--- src/rtl/biu_pkg.sv ---
// -----------------------------------------------------------------------------
// biu_pkg -- shared definitions for the multi-slave bus interface unit.
//
// Contents:
//   tgt_e          : decoded target of a CPU access (slave, status block, error)
//   STAT_OFF_*     : byte offsets of the status registers inside the status block
//   ERR_RDATA      : read data returned for a decode-error access
// -----------------------------------------------------------------------------
package biu_pkg;

  typedef enum logic [1:0] {
    SLV  = 2'd0,
    STAT = 2'd1,
    ERR  = 2'd2
  } tgt_e;

  localparam logic [3:0] STAT_OFF_ERR_CNT  = 4'h0;
  localparam logic [3:0] STAT_OFF_ERR_ADDR = 4'h4;
  localparam logic [3:0] STAT_OFF_RD_CNT   = 4'h8;
  localparam logic [3:0] STAT_OFF_WR_CNT   = 4'hC;

  localparam logic [31:0] ERR_RDATA = 32'h0;

endpackage

--- src/rtl/biu_stat.sv ---
// -----------------------------------------------------------------------------
// biu_stat -- status register block of biu_multi.
//
// Holds the error counter, the last erroring address and, when the macro
// BIU_PERF_CNT_EN is defined, the slave read/write access counters.
//
// Ports:
//   clk, reset     : clock, synchronous active-high reset
//   err_evt        : one decode error to record this cycle
//   err_addr       : address of that erroring access
//   clr            : write to the error-count register; clears err_cnt and
//                    last_err_addr and takes priority over err_evt
//   rd_evt, wr_evt : slave read / slave write this cycle (BIU_PERF_CNT_EN only)
//   rd_cnt, wr_cnt : free-running access counters   (BIU_PERF_CNT_EN only)
//   err_cnt        : saturating 16-bit error count
//   last_err_addr  : address captured on the most recent error
// -----------------------------------------------------------------------------
module biu_stat (
  input  logic        clk,
  input  logic        reset,
  input  logic        err_evt,
  input  logic [31:0] err_addr,
  input  logic        clr,
`ifdef BIU_PERF_CNT_EN
  input  logic        rd_evt,
  input  logic        wr_evt,
  output logic [31:0] rd_cnt,
  output logic [31:0] wr_cnt,
`endif
  output logic [15:0] err_cnt,
  output logic [31:0] last_err_addr
);

  always_ff @(posedge clk) begin
    if (reset) begin
      err_cnt       <= 16'h0;
      last_err_addr <= 32'h0;
    end else if (clr) begin
      err_cnt       <= 16'h0;
      last_err_addr <= 32'h0;
    end else if (err_evt) begin
      if (err_cnt != 16'hFFFF) begin
        err_cnt <= err_cnt + 16'h1;
      end
      last_err_addr <= err_addr;
    end
  end

`ifdef BIU_PERF_CNT_EN
  // Both counters wrap naturally at 2^32.
  always_ff @(posedge clk) begin
    if (reset) begin
      rd_cnt <= 32'h0;
      wr_cnt <= 32'h0;
    end else begin
      if (rd_evt) rd_cnt <= rd_cnt + 32'h1;
      if (wr_evt) wr_cnt <= wr_cnt + 32'h1;
    end
  end
`endif

endmodule

--- src/rtl/biu_multi.sv ---
// -----------------------------------------------------------------------------
// biu_multi -- CPU to NSLV-slave bus interface unit with a status block.
//
// Optional feature macro: BIU_PERF_CNT_EN adds slave read/write counters at
// status offsets 8 and C; without it those offsets read 0.
//
// The CPU port has no handshake: every clock cycle is one access. dwe != 0
// marks a write, dwe == 0 a read. Address, write data and byte enables go to
// the slaves combinationally in the access cycle; read data is returned one
// cycle later for every target (slave, status block or decode error).
//
// Parameters:
//   NSLV      : number of slave ports (1..8)
//   SEL_LSB   : lowest address bit of the slave-select field
//   STAT_BASE : base address of the 16-byte status block
// Ports:
//   clk, reset          : clock, synchronous active-high reset
//   daddr, dwdata, dwe  : CPU address, write data, byte write enables
//   drdata              : read data to the CPU (one cycle after the access)
//   daddr_o, dwdata_o   : per-slave address / write data, slot k at [32k+31:32k]
//   dwe_o               : per-slave byte enables, slot k at [4k+3:4k]
//   drdata_i            : per-slave read data, slot k at [32k+31:32k]
//   err                 : one-cycle pulse in the cycle after a decode error
// -----------------------------------------------------------------------------
module biu_multi
  import biu_pkg::*;
#(
  parameter int          NSLV      = 2,
  parameter int          SEL_LSB   = 16,
  parameter logic [31:0] STAT_BASE = 32'hFFFF_0000
) (
  input  logic                 clk,
  input  logic                 reset,
  input  logic [31:0]          daddr,
  input  logic [31:0]          dwdata,
  input  logic [3:0]           dwe,
  output logic [31:0]          drdata,
  output logic [NSLV*32-1:0]   daddr_o,
  output logic [NSLV*32-1:0]   dwdata_o,
  output logic [NSLV*4-1:0]    dwe_o,
  input  logic [NSLV*32-1:0]   drdata_i,
  output logic                 err
);

  // ---------------------------------------------------------------------------
  // Address decode (combinational, current access)
  // ---------------------------------------------------------------------------
  logic [31:0] sel_field;
  logic [2:0]  slv_idx;
  tgt_e        tgt;

  assign sel_field = daddr >> SEL_LSB;
  assign slv_idx   = sel_field[2:0];

  // The status block is checked first so a slave window can never shadow it.
  always_comb begin
    tgt = ERR;
    if (daddr[31:4] == STAT_BASE[31:4]) begin
      tgt = STAT;
    end else if (sel_field < 32'(NSLV)) begin
      tgt = SLV;
    end
  end

  // ---------------------------------------------------------------------------
  // Slave request fan-out
  // ---------------------------------------------------------------------------
  assign daddr_o  = {NSLV{daddr}};
  assign dwdata_o = {NSLV{dwdata}};

  // Byte enables only reach the decoded slave, and never during reset.
  always_comb begin
    dwe_o = '0;
    for (int k = 0; k < NSLV; k++) begin
      if (!reset && (tgt == SLV) && (slv_idx == 3'(k))) begin
        dwe_o[4*k +: 4] = dwe;
      end
    end
  end

  // ---------------------------------------------------------------------------
  // Registered target for the one-cycle read return
  // ---------------------------------------------------------------------------
  tgt_e        tgt_q;
  logic [2:0]  slv_q;
  logic [3:0]  soff_q;
  logic        err_q;
  logic [31:0] err_addr_q;

  always_ff @(posedge clk) begin
    if (reset) begin
      tgt_q      <= SLV;
      slv_q      <= 3'd0;
      soff_q     <= 4'h0;
      err_q      <= 1'b0;
      err_addr_q <= 32'h0;
    end else begin
      tgt_q      <= tgt;
      slv_q      <= slv_idx;
      soff_q     <= daddr[3:0];
      err_q      <= (tgt == ERR);
      err_addr_q <= daddr;
    end
  end

  assign err = err_q & ~reset;

  // ---------------------------------------------------------------------------
  // Status block
  // ---------------------------------------------------------------------------
  // Errors are recorded from the registered pulse, so a clearing write issued
  // in the cycle right after an erroring access meets that error in the same
  // update and wins.
  logic        stat_clr;
  logic [15:0] err_cnt;
  logic [31:0] last_err_addr;

  assign stat_clr = (tgt == STAT) && (daddr[3:0] == STAT_OFF_ERR_CNT) && (dwe != 4'h0);

`ifdef BIU_PERF_CNT_EN
  logic        rd_evt;
  logic        wr_evt;
  logic [31:0] rd_cnt;
  logic [31:0] wr_cnt;

  assign rd_evt = (tgt == SLV) && (dwe == 4'h0);
  assign wr_evt = (tgt == SLV) && (dwe != 4'h0);
`endif

  biu_stat u_stat (
    .clk           (clk),
    .reset         (reset),
    .err_evt       (err_q),
    .err_addr      (err_addr_q),
    .clr           (stat_clr),
`ifdef BIU_PERF_CNT_EN
    .rd_evt        (rd_evt),
    .wr_evt        (wr_evt),
    .rd_cnt        (rd_cnt),
    .wr_cnt        (wr_cnt),
`endif
    .err_cnt       (err_cnt),
    .last_err_addr (last_err_addr)
  );

  // ---------------------------------------------------------------------------
  // Read data mux
  // ---------------------------------------------------------------------------
  logic [31:0] slv_rdata;
  logic [31:0] stat_rdata;

  always_comb begin
    slv_rdata = 32'h0;
    for (int k = 0; k < NSLV; k++) begin
      if (slv_q == 3'(k)) begin
        slv_rdata = drdata_i[32*k +: 32];
      end
    end
  end

  always_comb begin
    stat_rdata = 32'h0;
    case (soff_q)
      STAT_OFF_ERR_CNT:  stat_rdata = {16'h0, err_cnt};
      STAT_OFF_ERR_ADDR: stat_rdata = last_err_addr;
`ifdef BIU_PERF_CNT_EN
      STAT_OFF_RD_CNT:   stat_rdata = rd_cnt;
      STAT_OFF_WR_CNT:   stat_rdata = wr_cnt;
`endif
      default:           stat_rdata = 32'h0;
    endcase
  end

  always_comb begin
    drdata = ERR_RDATA;
    if (!reset) begin
      case (tgt_q)
        SLV:     drdata = slv_rdata;
        STAT:    drdata = stat_rdata;
        default: drdata = ERR_RDATA;
      endcase
    end
  end

endmodule

--- config.mk ---
export PLATFORM = sky130hd
export DESIGN_NAME = biu_multi
export DESIGN_NICKNAME = d
export VERILOG_FILES = /design/src/rtl/biu_pkg.sv /design/src/rtl/biu_stat.sv /design/src/rtl/biu_multi.sv
export SDC_FILE = /design/constraint.sdc
export NUM_CORES = 1
export LEC_CHECK = 0
export CELL_PAD_IN_SITES_DETAIL_PLACEMENT = 1
export CELL_PAD_IN_SITES_GLOBAL_PLACEMENT = 1
export CORE_MARGIN = 8
export CORE_UTILIZATION = 28
export DETAILED_ROUTE_END_ITERATION = 8
export PLACE_DENSITY_LB_ADDON = 0.15
export SLEW_MARGIN = 40
export SYNTH_ARGS = -nofsm -noshare
export SYNTH_HDL_FRONTEND = slang
export SYNTH_SLANG_ARGS = --single-unit
--- constraint.sdc ---
create_clock -name clk -period 5.4 [get_ports clk]
set_clock_uncertainty 0.05 [all_clocks]
set_input_delay 1.35 -clock clk [delete_from_list [all_inputs] [get_ports clk]]
set_output_delay 1.35 -clock clk [all_outputs]
set_load 0.02 [all_outputs]
==> metrics.yaml, run 1 <==
status: "complete, no violations"
cts_setup_buffers: 0
antennaDiodeCount: 0
ys_ff_latch: 82
grt_start_max_net_pins: 49
clk_latency_ps: 330
core_um2: 17200
synth_area_per_cell_um2: 8.45
port_buffers: 206
critPathRequiredTime_ps: 4000
syn2layout_area_growth_pct: 31.9
path_max_fanout: 5
initial_core_util_pct: 28.5
worst_slew_pin_slew_ps: 753
peakVddDrop_mv: 0.137
die_area_um2: 22000
p_leak_nw: 2.39
cts_hold_buf: 0
antenna_left: 0
cts_buffer_depth: 2
cts-buffers-inserted: 9
cts_htree_levels: 3
rrSetupSlack_ps: 3240
timing.fmax_mhz: 203
tns_ps: 0
drtIter0Drc: 135
p_per_area_nw_per_um2: 238
overflow: 0
synth_edf_count: 0
first_pass_iters: 7
yosysTopAreaCellShare_pct: 33.6
routedWlPerCell_um: 19.5
synth_area_um2: 4890
die_w_um: 148
drv_cap: 0
slew_violations: 0
slew_headroom_pct: 49.8
arrival_ps: 3520
yosysSeqAreaShare_pct: 33.6
drc: 0
synth.distinct_cells: 41
syn_inst: 579
grtUsageTotal_pct: 15.0
hold_viol_final: 0
grt_pass1_vias: 4580
die_y_um: 148
syn_nets: 714
wirelength_um: 16900
dr_total_vias: 4152
hold_class: "register to register"
fin_crit_sh_pct: 91.0
rsz0062_at_grt: "no"
rows: 48
setup_viol: 0
ys.flop_type: "dfxtp_1"
antenna_found_initial: 0
yosys.area.top_type: "dfxtp_1"
async_flop_share_pct: 0
fin_hold_ws_ps: 419
ioPinCount: 303
min_period_ps: 4920
drive_gt1_share_pct: 4.83
dpl.hpwl_um: 13000
gp_congestion: 0.742
yosys_warnings: 0
path_clk_slew_ps: 60
viasPerCell: 4.79
post_cts_resized: 0
cp-end-kind: "primary output"
nets: 772
critical_path_class: "primary input to primary output"
clock_sink_count: 82
grt_pass1_wl_um: 26300
start_kind: "primary input"
cts_tree: "done"
root_buffer: "clkbuf_16"
synth_top_cells_by_area: "dfxtp_1 (34%), buf_4 (20%), mux2i_1 (6.5%)"
## area by class of cell
class                           instances  area, um2
Clock inverter                          6       48.8
Timing Repair Buffer                  214       2120
Inverter                                3       11.3
Multi-Input combinational cell        327       2120
Clock buffer                           10        229
Fill cell                            1976      10700
Sequential cell                        82       1640
Tap cell                              225        282
## critical path, cell delays in order
cell             delay [ps]
clkdlybuf4s50_1         500
nor4_1                  300
nand4_1                 220
nor3b_1                 350
and2_1                  180
clkdlybuf4s50_1         620
## power by group
group,total (mW),internal (mW),switching [mW],leakage [nW]
Clock,0.575,0.317,0.258,0.126
Sequential,0.645,0.629,0.0154,0.674
Combinational,0.316,0.167,0.149,1.59
## registers in the layout, summed over array words and instances, names as in the netlist
name	count
u_stat.last_err_addr	32
tgt_q	2
u_stat.err_cnt	16
slv_q	2
soff_q	3
err_addr_q	27
## per-stage QoR
step / worst slack (ps) / cell area [um2] / power (mW) / cells / util (%)
final: 484 / 6450 / 1.54 / 867 / 37.6
after global routing: 224 / 6450 / 1.61 / 867 / 37.6
after CTS: 416 / 6450 / 1.56 / 867 / 37.6
after detailed placement: 409 / 6170 / 0.978 / 851 / 35.9
after global placement: 488 / 6170 / 0.974 / 851 / 35.9
after floorplan: 1710 / 4890 / 0.891 / 579 / -
## layout by cell type, fill, tap and decap left out, types with 2 or more instances in the layout
cell type        synthesis  routed
nand2_1                 21      21
nand4_1                  9       9
inv_6                    0       3
a31oi_1                  6       6
and2_1                  10      10
nand3_1                  8       8
mux2i_1                 32      32
a21oi_1                 33      33
o31ai_1                  5       5
clkdlybuf4s50_1          0     205
nor4_1                   7       7
or4_1                    3       3
a22oi_1                 32      32
clkinvlp_4               0       3
a22o_1                  32      32
clkbuf_16                0       9
and3_1                   9       9
nor3_1                   7       6
nor2_1                  51      50
dfxtp_1                 82      81
and4_1                   3       3
or3_1                    4       4
buf_4                  131       8
nor2b_1                 37      37
inv_1                    3       3
o21ai_0                  2       2
## routing by layer
metal / track usage [%] / wire length (um)
met1: 18.8 / 7620
met2: 24.7 / 8110
met3: 4.25 / 1060
met4: 3.72 / 129
met5: 0 / 0
## path summary, 6_finish.rpt
kind                   from  depth (start not counted)                        to
min          err_addr_q[15]                          2  u_stat.last_err_addr[15]
max               daddr[17]                          6                  dwe_o[4]
max reg2reg        tgt_q[1]                          5        u_stat.err_cnt[11]
min reg2reg  err_addr_q[15]                          2  u_stat.last_err_addr[15]
## synthesized netlist by cell type, drive strengths merged (2+ instances only)
cell	count
nor2b	37
o21ai	2
or3	4
nor3	7
buf	146
nand3	8
dfxtp	82
nand4	9
a22oi	32
nor4	7
clkbuf	21
mux2i	32
o31ai	6
and3	9
nand2	21
a21oi	33
nor2	51
and2	10
a31oi	6
a22o	32
or4	3
inv	3
and4	3
nor3b	2
## cells by family (layout without fill, tap and decap cells)
logic type	Yosys count	count (layout)	share of synthesized area [%]
adders and majority gates	1	1	0.256
muxes	32	32	6.55
AOI/OAI and AO/OA	118	118	17.2
buffers and inverters	170	233	23.5
DFF	82	82	33.6
and+or+nand+nor	176	176	18.9
No activity file was read; power rests on OpenSTA's default activity.
==> run 2, diff against run 1 <==
--- a/config.mk
+++ b/config.mk
@@ -8,7 +8,7 @@
 export CELL_PAD_IN_SITES_DETAIL_PLACEMENT = 1
 export CELL_PAD_IN_SITES_GLOBAL_PLACEMENT = 1
 export CORE_MARGIN = 8
-export CORE_UTILIZATION = 28
+export CORE_UTILIZATION = 26
 export DETAILED_ROUTE_END_ITERATION = 8
 export PLACE_DENSITY_LB_ADDON = 0.15
 export SLEW_MARGIN = 40
==> constraint.sdc (replaced) <==
create_clock -name clk -period 4.95 [get_ports clk]
set_clock_uncertainty 0.05 [all_clocks]
set_input_delay 1.2375 -clock clk [delete_from_list [all_inputs] [get_ports clk]]
set_output_delay 1.2375 -clock clk [all_outputs]
set_load 0.02 [all_outputs]
==> metrics.yaml, run 2 (same netlist as run 1, synthesis figures left out) <==
antenna_left: 0
die_area_um2: 23500
cts_buffer_depth: 2
mostFrequentLayoutCell: "clkdlybuf4s50_1"
path_max_fanout: 5
fin_hold_ws_ps: 416
p_leak_nw: 2.44
r2r_cells: 5
grt_pass1_wl_um: 26700
slew_violations: 0
wirelength_um: 17300
gp_congestion: 0.763
cp-end-kind: "primary output"
start_kind: "primary input"
final_cell_mix: "clkdlybuf4s50_1 (205), dfxtp_1 (81), nor2_1 (50), nor2b_1 (37), a21oi_1 (33)"
die_y_um: 153
drv_cap: 0
rrSetupSlack_ps: 2500
rsz0062_at_grt: "no"
port_buffers: 206
largest_reg_flops: 32
core_um2: 18600
post-place-ws_ps: 119
hold_viol_final: 0
fin_crit_sh_pct: 96.2
critical_path_class: "primary input to primary output"
drtIter0Drc: 166
critPathRequiredTime_ps: 3660
drive_gt1_share_pct: 6.01
antennaDiodeCount: 0
rows: 50
cts_htree_levels: 3
rr_startpoint: "tgt_q[1]"
initial_core_util_pct: 26.3
holdCritStartpoint: "err_addr_q[15]"
p_per_area_nw_per_um2: 262
status: "complete, no violations"
cts_tree: "done"
timing.fmax_mhz: 210
clock_sink_count: 82
path_clk_slew_ps: 60
hold_class: "register to register"
r2r-end: "u_stat.err_cnt[11]"
routedWlPerCell_um: 19.6
overflow: 0
slowest_stage: "clkdlybuf4s50_1"
grt_pass1_vias: 4670
die_w_um: 153
slew_headroom_pct: 51.3
antenna_found_initial: 0
worst_path_most_repeated_cell: "clkdlybuf4s50_1"
min_period_ps: 4760
largest-register: "u_stat.last_err_addr"
grt_start_max_net_pins: 49
dpl.hpwl_um: 13600
nets: 779
cts-buffers-inserted: 9
clk_latency_ps: 340
worst_slew_pin_slew_ps: 730
post_cts_resized: 0
hold_depth: 2
tns_ps: 0
crit_chain: "clkdlybuf4s50_1 -> nor4_1 -> nand4_1 -> nor3b_1 -> and2_1 -> clkdlybuf4s50_1"
drc: 0
cts_setup_buffers: 0
ioPinCount: 303
crit_start: "daddr[21]"
peakVddDrop_mv: 0.149
root_buffer: "clkbuf_16"
first_pass_iters: 4
setup_viol: 0
syn2layout_area_growth_pct: 33.8
max_stage_delay_ps: 620
hold_end: "u_stat.last_err_addr[15]"
dr_total_vias: 4189
setup_slack_ps: 189
cts_hold_buf: 0
grtUsageTotal_pct: 14.3
viasPerCell: 4.74
arrival_ps: 3470
top_regs: "u_stat.last_err_addr x32, err_addr_q x27, u_stat.err_cnt x16"
run 2: power by group:
group / switching [mW] / internal (mW) / total (mW)
clock network: 0.279 / 0.385 / 0.664
registers: 0.0199 / 0.686 / 0.706
logic: 0.160 / 0.185 / 0.345
total: 0.459 / 1.26 / 1.72
run 2: cell type report:
| cell class | count | area, um2 |
|---|---|---|
| fill | 2135 | 12000 |
| clock inverter | 4 | 33.8 |
| sequential | 82 | 1640 |
| inverter | 3 | 11.3 |
| clock buffer | 12 | 267 |
| tap | 234 | 293 |
| timing repair buffer | 221 | 2170 |
| multi-input combinational | 327 | 2130 |
run 2: through the flow:
stage	cells	area, um2	power [mW]	utilization, %
global route	883	6540	1.79	35.2
CTS	883	6540	1.75	35.2
floorplan	579	4890	0.972	-
finish	883	6540	1.72	35.2
detailed placement	867	6240	1.07	33.6
global placement	867	6240	1.07	33.6
run 2: metal layers:
layer | global-route usage, % | vias to the layer above | wire length [um]
li1 | - | 2029 | -
met2 | 24.0 | 121 | 8320
met5 | 0 | - | 0
met4 | 5.47 | 0 | 341
met1 | 17.3 | 2003 | 7680
met3 | 3.75 | 36 | 1010
run 2: worst max-delay path: cells and delay by family:
kind / cells / cell delay, ps
buf+inv: 2 / 1120
simple gates: 4 / 1110
run 2: worst max path at each step:
| stage | to | slack [ps] | depth (start not counted) |
|---|---|---|---|
| after CTS | dwe_o[6] | 120 | 6 |
| after floorplan | dwe_o[4] | 1490 | 4 |
| after global placement | dwe_o[4] | 240 | 6 |
| final | dwe_o[6] | 190 | 6 |
| after detailed placement | dwe_o[6] | 120 | 6 |
| after global routing | dwe_o[6] | 20 | 6 |
